## src/rtl/wide_ser.sv

```systemverilog
// wide_ser: frame-to-beat serializer.
//   Accepts an F-bit frame (NWORDS words of DATA_W bits) on a valid/ready
//   handshake and emits it as B = F/OUT_W beats of OUT_W bits. The
//   msb_first flag is captured with the frame and selects which end of the
//   frame is sent first.
// Optional feature macro: WIDE_SER_PRELOAD_EN. When defined, a holding
//   register accepts the next frame while the current one is still
//   shifting, so back-to-back frames stream with no idle cycle.
// Ports:
//   clk        rising-edge clock
//   rst        asynchronous reset, active low
//   in_valid   frame offered
//   in_ready   frame accepted on in_valid && in_ready (registered)
//   in_data    frame, word NWORDS-1 most significant
//   msb_first  1: top OUT_W bits first, 0: bits [OUT_W-1:0] first
//   out_valid  out_data holds a valid beat
//   out_ready  beat consumed on out_valid && out_ready
//   out_data   current beat
//   out_last   final beat of the frame
//   done       one-cycle pulse after the final beat is consumed
module wide_ser #(
    parameter int unsigned DATA_W = 64,
    parameter int unsigned NWORDS = 2,
    parameter int unsigned OUT_W  = 8
) (
    input  logic                     clk,
    input  logic                     rst,
    input  logic                     in_valid,
    output logic                     in_ready,
    input  logic [NWORDS*DATA_W-1:0] in_data,
    input  logic                     msb_first,
    output logic                     out_valid,
    input  logic                     out_ready,
    output logic [OUT_W-1:0]         out_data,
    output logic                     out_last,
    output logic                     done
);

    localparam int unsigned F     = NWORDS * DATA_W;
    localparam int unsigned B     = F / OUT_W;
    localparam int unsigned CNT_W = (B > 1) ? $clog2(B) : 1;
    localparam logic [CNT_W-1:0] CNT_MAX = CNT_W'(B - 1);

    localparam logic [0:0] IDLE  = 1'b0;
    localparam logic [0:0] SHIFT = 1'b1;

    logic [0:0]       state, state_nxt;
    logic [F-1:0]     sh, sh_nxt;
    logic             ord, ord_nxt;
    logic [CNT_W-1:0] cnt, cnt_nxt;
    logic             rdy_nxt, last_nxt, done_nxt;
    logic             accept, fire, fire_last;

`ifdef WIDE_SER_PRELOAD_EN
    logic [F-1:0]     hold, hold_nxt;
    logic             hold_ord, hold_ord_nxt;
    logic             hold_v, hold_v_nxt;
`endif

    assign accept    = in_valid && in_ready;
    assign fire      = out_valid && out_ready;
    assign fire_last = fire && (cnt == CNT_MAX);

    // Output beat is a fixed slice of the shift register; which end depends on order.
    assign out_valid = (state == SHIFT);
    assign out_data  = ord ? sh[F-1 -: OUT_W] : sh[OUT_W-1:0];

    // State and datapath registers.
    always_ff @(posedge clk or negedge rst) begin
        if (!rst) begin
            state    <= IDLE;
            sh       <= '0;
            ord      <= 1'b0;
            cnt      <= '0;
            in_ready <= 1'b0;
            out_last <= 1'b0;
            done     <= 1'b0;
`ifdef WIDE_SER_PRELOAD_EN
            hold     <= '0;
            hold_ord <= 1'b0;
            hold_v   <= 1'b0;
`endif
        end else begin
            state    <= state_nxt;
            sh       <= sh_nxt;
            ord      <= ord_nxt;
            cnt      <= cnt_nxt;
            in_ready <= rdy_nxt;
            out_last <= last_nxt;
            done     <= done_nxt;
`ifdef WIDE_SER_PRELOAD_EN
            hold     <= hold_nxt;
            hold_ord <= hold_ord_nxt;
            hold_v   <= hold_v_nxt;
`endif
        end
    end

    // Next-state, shift and handshake logic.
    always_comb begin
        state_nxt = state;
        sh_nxt    = sh;
        ord_nxt   = ord;
        cnt_nxt   = cnt;
        done_nxt  = fire_last;
`ifdef WIDE_SER_PRELOAD_EN
        hold_nxt     = hold;
        hold_ord_nxt = hold_ord;
        hold_v_nxt   = hold_v;
`endif

        // Consumed beat: move the next beat toward the output end, zero fill.
        if (fire) begin
            sh_nxt  = ord ? (sh << OUT_W) : (sh >> OUT_W);
            cnt_nxt = fire_last ? '0 : cnt + CNT_W'(1);
        end

        case (state)
            IDLE: begin
                if (accept) begin
                    state_nxt = SHIFT;
                    sh_nxt    = in_data;
                    ord_nxt   = msb_first;
                    cnt_nxt   = '0;
                end
            end
            default: begin
`ifdef WIDE_SER_PRELOAD_EN
                if (fire_last) begin
                    // Held frame takes priority; in_ready is low whenever hold is full.
                    if (hold_v) begin
                        sh_nxt     = hold;
                        ord_nxt    = hold_ord;
                        hold_v_nxt = 1'b0;
                    end else if (accept) begin
                        sh_nxt  = in_data;
                        ord_nxt = msb_first;
                    end else begin
                        state_nxt = IDLE;
                    end
                end else if (accept) begin
                    hold_nxt     = in_data;
                    hold_ord_nxt = msb_first;
                    hold_v_nxt   = 1'b1;
                end
`else
                if (fire_last) begin
                    state_nxt = IDLE;
                end
`endif
            end
        endcase

`ifdef WIDE_SER_PRELOAD_EN
        rdy_nxt = !hold_v_nxt;
`else
        rdy_nxt = (state_nxt == IDLE);
`endif
        last_nxt = (state_nxt == SHIFT) && (cnt_nxt == CNT_MAX);
    end

endmodule

```

## config.mk

```make
export PLATFORM = sky130hd
export DESIGN_NAME = wide_ser
export DESIGN_NICKNAME = d
export VERILOG_FILES = /design/src/rtl/wide_ser.sv
export SDC_FILE = /design/constraint.sdc
export NUM_CORES = 1
export LEC_CHECK = 0
export ABC_AREA = 1
export CAP_MARGIN = 5
export CORE_ASPECT_RATIO = 0.6
export CORE_MARGIN = 8
export CORE_UTILIZATION = 45
export DETAILED_ROUTE_END_ITERATION = 10
export PLACE_DENSITY = 0.71
export RECOVER_POWER = 50
export SLEW_MARGIN = 30
export SYNTH_ARGS = -nofsm -noshare
export SYNTH_HDL_FRONTEND = slang
export SYNTH_SLANG_ARGS = --single-unit
```

## constraint.sdc

```tcl
create_clock -name clk -period 2.9 [get_ports clk]
set_input_delay 0.58 -clock clk [delete_from_list [all_inputs] [get_ports clk]]
set_output_delay 0.58 -clock clk [all_outputs]
set_load 0.1 [all_outputs]
```

## Word-level counts from Yosys, hierarchy flattened

Index checks and enable logic that the tools add are counted.

- Add/subtract/negate cells: 1
- Eq/ne operators: 2
- Muxes and demuxes: 12
- Bitwise operators: 2
- Reduce and logical (&&, ||, !) cells: 5

Operators by type and width:

| cell | count |
|---|---|
| $mux W128 | 4 |
| $mux W4 | 4 |
| $eq A4 B4 Y1 const B | 2 |
| $mux W8 | 1 |
| $add A4 B1 Y4 const B | 1 |
| $logic_and A1 B1 Y1 | 4 |
| $mux W1 | 3 |
| $not A1 Y1 | 2 |
| $reduce_and A2 Y1 | 1 |

- Register bits after elaboration: 137
- Input bits: 133
- Output and inout port bits: 12
- Word-level logic and storage cells: 29

## Depth between registers and ports, before layout

Gate-level depths: netlist of run 1.

- Word-level depth: 8
- Depth in mapped cells: 8
- Gate-level depth less buffers: 8

## Least setup slack after synthesis of run 1

Ideal clock, no wire load.

- Path type: register -> output
- From: register ord
- To: output port out_data[0]
- Arrival time: 1.704 ns
- Data required time: 2.320 ns
- Path slack: 0.616 ns
- Cell stages (with the launch flop): 6
- Path buffers: 2
- Path through: dfrtp_1 inv_1 clkbuf_1 clkbuf_1 nand2_1 nand2_1

- Cells in the longest elaborated chain, start to end: 1

RTL lines:

| what | line | RTL |
|---|---|---|
| start: declaration | 49 | `logic ord, ord_nxt;` |
| start signal: assignment | 86 | `ord <= ord_nxt;` |
| $mux W8 | 66 | `assign out_data = ord ? sh[F-1 -: OUT_W] : sh[OUT_W-1:0];` |
| end: declaration | 34 | `output logic [OUT_W-1:0] out_data,` |

No other way between the ends.

## Final worst setup path of run 1

- From: register ord
- To: output port out_data[3]

The elaborated chain is that of the path after synthesis.

==> flow_summary.ini, run 1 <==
[yosys]
synth_fp_nets = 1044
syn_inst = 910
yosys.area.top_type = dfrtp_1
yosysSeqAreaShare_pct = 45.1
ys_seq_elements = 137
ys_top_cells_by_area = dfrtp_1 45%, a211oi_2 14%, nand2_1 8.0%
syn_area_per_cell_sq_um = 8.36
ys_warn_count = 0
yosys.area.top_type_share_pct = 45.1
syn_area_sq_um = 7610
synthDistinctLibCells = 20
synth-main-ff-cell = dfrtp_1
synthArstFlopShare_pct = 100
synth_enable_flop_cells = 0

[final_layout]
syn_to_final_growth_pct = 29.8
antenna_cells = 0
most-common-layout-cells = 163 x nand2_1, 136 x dfrtp_1, 130 x clkdlybuf4s50_1
drive_gt1_share_pct = 14.9
nets = 1142
multi_input_area_sq_um = 3790
final_common_cell = nand2_1
seq_area_sq_um = 3430
num-fill-cells = 1458

[power_and_ir_drop]
peakVddDrop_v = 0.000532
p_per_area_nw_per_um2 = 1070
leakage_nw = 3.98
internal_power_mw = 5.96
comb_power_share_pct = 43.8
p_sw_mw = 4.65
netSwitchingFraction_pct = 43.8
sequentialPowerShare_pct = 35.8
pwr-share-clk_pct = 20.4

[timing]
max_freq_ghz = 0.406
worstMarginPinSlew_ns = 1.33
finalSetupViolCount = 0
timing.final.ws_setup_ns = 0.439
relSlewSlack_pct = 11.6
tns_ns = 0
fin_skew_ns = 0.0105
timing.final.crit_share_pct = 84.9
rsz0062_at_grt = no
maxSlewViolCount = 0
min_period_ns = 2.46
hold_viol = 0

[detailed_routing]
drt-initial-drc-count = 745
wirelength_microns = 24500
vias_per_cell = 5.86
drtPass1Iterations = 5
drc = 0
antenna_left = 0
routedWlPerCell_microns = 19.6
via_count = 7316

[clock_tree]
cts_tree = built
htree_levels = 4
clock_sinks = 137
cts_root_buffer = clkbuf_16
cts.clk_slew.worst_paths_ns = 0.07
hold_buffers = 0
clock_path_buffers = 2
cts_setup_buffers = 0
insertion_delay_ns = 0.41
numCtsBuffers = 17
post_cts_resized = 0

[die]
chipHeight_microns = 117
coreArea_sq_um = 16400
die_area_sq_um = 21500
rows = 36
initial_core_util_pct = 46.4
die_w_microns = 184
io_pins = 145

[worst_setup_path]
start_kind = flop
critPathSlowestCell = dfrtp_4
crit_fanout = 37
cp_common_cell = nand2_1
crit_required_ns = 2.32
path_class = flop to output port
max_stage_delay_ns = 0.70
arrival_ns = 1.88
end_kind = output port
crit_chain = clkinv_2, nand2_1, nand2_1, buf_12

[place]
place_ws_ns = 0.572
gp_congestion = 0.869
io_buffer_count = 144
hpwl_microns = 16300

[min_path]
min_path_type = input pin to asynchronous set/reset pin

[grt]
grt_start_max_net_pins = 69
grt_pass1_vias = 7253
overflow = 0
antenna_found_initial = 0
grt_use_total_pct = 22.8
grt_pass1_wl_microns = 38900

[job]
maxCapViolCount = 0

[status]
outcome = completed
==> routing by layer <==
metal  up-vias  routed length (microns)  track usage, %
li1       3392                        -               -
met1      3604                    11800            34.2
met2       300                    10300            32.6
met3        20                     2140            5.53
met4         0                      221            4.76
met5         -                        0               0
==> stage by stage <==
| stage | util [%] | hold slack, ns | power (mW) | cell area, sq um | cells |
|---|---|---|---|---|---|
| final | 60.2 | 0.441 | 10.6 | 9870 | 1249 |
| after CTS | 60.4 | 0.117 | 10.6 | 9900 | 1249 |
| after global routing | 60.2 | 0.541 | 11.2 | 9870 | 1249 |
| after floorplan | - | 0.284 | 6.87 | 7610 | 910 |
| after global placement | 56.8 | 0.521 | 8.26 | 9320 | 1217 |
| after detailed placement | 56.8 | 0.523 | 8.36 | 9320 | 1217 |
==> worst paths after layout <==
path,endpoint,slack [ns],cells past startpoint,start
setup / recovery,out_data[3],0.44,4,ord
hold / removal,sh[58],0.44,1,rst
setup reg to reg,sh[32],0.72,5,ord
hold reg to reg,sh[124],0.54,2,sh[124]
max in group asynchronous,sh[112],0.79,2,rst
min in group clk,sh[124],0.54,2,sh[124]
==> registers in the layout (all words and copies together), names as in the netlist <==
register   count
out_valid      1
sh           128
in_ready       1
out_last       1
done           1
cnt            4
ord            1
==> cell families after synthesis <==
kind of cell / count (synthesis) / share of synthesized area (%)
AO/OA/AOI/OAI: 229 / 24.3
adder cells (fa/ha/maj): 1 / 0.164
buffers and inverters: 92 / 5.40
flip-flops: 137 / 45.1
AND/OR/NAND/NOR: 451 / 25.1
==> power groups by stage <==
stage	combinational [mW]	sequential, mW	clock [mW]
2_1_floorplan	3.39	3.48	0
3_3_place_gp	4.51	3.76	0
3_5_place_dp	4.61	3.76	0
4_1_cts	4.63	3.75	2.18
5_1_grt	5.02	3.90	2.26
6_report	4.64	3.80	2.17
==> synth_stat cells, types with 2 or more instances <==
master      n
inv_2       2
clkbuf_1   32
nor2_1    123
nor3_1    112
a211oi_2   84
inv_1       6
nand3_1    50
buf_2      49
nand2_1   163
a211oi_1   28
buf_1       2
dfrtp_1   137
a21oi_1   115
==> critical path: cells and delay by family (launching register included) <==
family                 cells  cell delay, ns
buffers and inverters      2            0.48
DFF                        1            0.70
and+or+nand+nor            2            0.26
==> area by class of cell <==
class,count,area share [%]
multi-input cells,681,38.4
clock buffers,19,4.38
well taps,228,2.89
flip-flops and latches,137,34.8
repair buffers,163,17.8
clock inverters,13,1.48
inverters,8,0.342
Power figures use the tool's default switching activity.
==> run 2, diff against run 1 <==
clock period = 2.4 ns   (was 2.9 ns; I/O delays follow)
==> run 2 against run 1 <==
  * Largest power group unchanged
  * Worst hold slack got worse by 0.045 ns
  * Routed wire length is 0.67% lower
  * Sequential cell count stayed put
  * Largest cell class unchanged
  * Core utilization rose by 0.79 points
  * Cell area up 1.3%
==> flow_summary.ini, run 2 (synthesized netlist as in run 1, its figures left out) <==
[worst_setup_path]
cp.depth = 4
rrSetupSlack_ns = 0.41
start_kind = flop
crit_fanout = 16
endpoint = out_data[4]
path_class = flop to output port
r2r_end = out_last
worst-path-buf-inv = 2
cp_common_cell = nand2_1
crit_required_ns = 1.92
r2r_start = out_valid
reg2reg_depth = 7
arrival_ns = 1.69
critPathLaunch = ord
max_stage_delay_ns = 0.58
critPathTopFamily = flip-flops
critPathSlowestCell = dfrtp_4
end_kind = output port
crit_chain = clkinv_2, nand2_1, nand2_1, buf_12

[detailed_routing]
vias_per_cell = 5.84
via_count = 7360
antenna_left = 0
drtPass1Iterations = 5
drc = 0
routedWlPerCell_microns = 19.3
wirelength_microns = 24300
drt-initial-drc-count = 835

[grt]
grt_pass1_wl_microns = 39100
grt_use_total_pct = 22.8
overflow = 0
grt_pass1_vias = 7415
antenna_found_initial = 0
grt_start_max_net_pins = 66

[final_layout]
finish.instance_area_sq_um = 10000
antenna_cells = 0
reg_top3 = sh: 128 flops, cnt: 4 flops
drive_gt1_share_pct = 15.7
most-common-layout-cells = 163 x nand2_1, 136 x dfrtp_1, 129 x clkdlybuf4s50_1
largest_reg_flops = 128
top_register = sh
final_common_cell = nand2_1
nets = 1154
instances_no_fill = 1260
syn_to_final_growth_pct = 31.5

[min_path]
min_path_type = input pin to asynchronous set/reset pin

[power_and_ir_drop]
peakVddDrop_v = 0.00142
sequentialPowerShare_pct = 35.0
netSwitchingFraction_pct = 42.6
leakage_nw = 4.06
p_sw_mw = 5.56
comb_power_share_pct = 43.8
pwr-share-clk_pct = 21.2
internal_power_mw = 7.51
total_power_mw = 13.1
p_per_area_nw_per_um2 = 1310

[timing]
fin_skew_ns = 0.0112
rsz0062_at_grt = no
max_freq_ghz = 0.461
hold_viol = 0
finalSetupViolCount = 0
tns_ns = 0
min_period_ns = 2.17
timing.final.crit_share_pct = 90.4
relSlewSlack_pct = 2.96
maxSlewViolCount = 0
worstMarginPinSlew_ns = 1.46
timing.final.ws_setup_ns = 0.229

[clock_tree]
clock_path_buffers = 2
post_cts_resized = 0
cts.clk_slew.worst_paths_ns = 0.06
insertion_delay_ns = 0.41
numCtsBuffers = 17
clock_sinks = 137
cts_root_buffer = clkbuf_16
cts_tree = built
htree_levels = 4

[die]
die_w_microns = 184
die_area_sq_um = 21500
rows = 36
io_pins = 145
coreArea_sq_um = 16400
chipHeight_microns = 117
initial_core_util_pct = 46.4

[place]
post_dp_cell_area_sq_um = 9440
hpwl_microns = 16800
place_ws_ns = 0.293
io_buffer_count = 144
gp_congestion = 0.860
place_inst = 1228

[job]
maxCapViolCount = 0

[status]
outcome = completed
## run 2: cell types whose count changed in the layout (fill, tap and decap cells not counted), moves of 2 or more
cell,previous run,this run
clkinv_2,2,4
bufinv_16,2,4
buf_4,11,17
inv_6,3,0
clkinvlp_4,5,3
clkbuf_2,2,5
## run 2: repair_timing
action | in CTS | in global routing
hold buffers | 0 | 0
setup buffers | 0 | 1
endpoints found under the setup margin | 0 | 2
hold endpoints to repair | 0 | 0
## run 2: worst min-delay path by stage
stage                   to  slack, ns  startpoint  cells after the start
floorplan           cnt[0]       0.18         rst                      0
global placement    sh[58]       0.48         rst                      1
detailed placement  sh[58]       0.49         rst                      1
CTS                 sh[58]       0.05         rst                      1
global route        sh[58]       0.52         rst                      1
finish              sh[58]       0.40         rst                      1
## run 2: layer usage
| metal | routed length (microns) | GRT usage, % | share of wire (%) | vias to the layer above |
|---|---|---|---|---|
| li1 | - | - | - | 3415 |
| met1 | 11000 | 33.2 | 45 | 3598 |
| met2 | 10500 | 32.8 | 43 | 329 |
| met3 | 2510 | 6.49 | 10 | 18 |
| met4 | 253 | 5.56 | 1.0 | 0 |
| met5 | 0 | 0 | 0 | - |
## run 2: final cells by class
class / instances / area (sq um)
clock buffer: 19 / 443
clock inverter: 12 / 175
fill: 1429 / 6390
inverter: 8 / 33.8
multi-input combinational: 681 / 3790
sequential: 137 / 3430
tap: 228 / 285
timing repair buffer: 175 / 1850
## run 2: power by group through the flow
stage | sequential (mW) | clock, mW | combinational, mW
final | 4.58 | 2.77 | 5.72
after global routing | 4.70 | 2.88 | 6.24
after CTS | 4.54 | 2.79 | 5.67
after detailed placement | 4.56 | 0 | 5.64
after global placement | 4.55 | 0 | 5.51
after floorplan | 4.20 | 0 | 4.10
## run 2: through the flow
step	hold slack (ns)	utilization (%)
final	0.396	61.0
after detailed placement	0.490	57.6
after global placement	0.482	57.6
after floorplan	0.184	-
after global routing	0.524	61.0
after CTS	0.0535	61.3
==> run 3, diff against run 2 <==
SLEW_MARGIN = not set   (was 30)
==> results of run 3 <==
Final layout, timing and power as in run 2 (identical DEF).
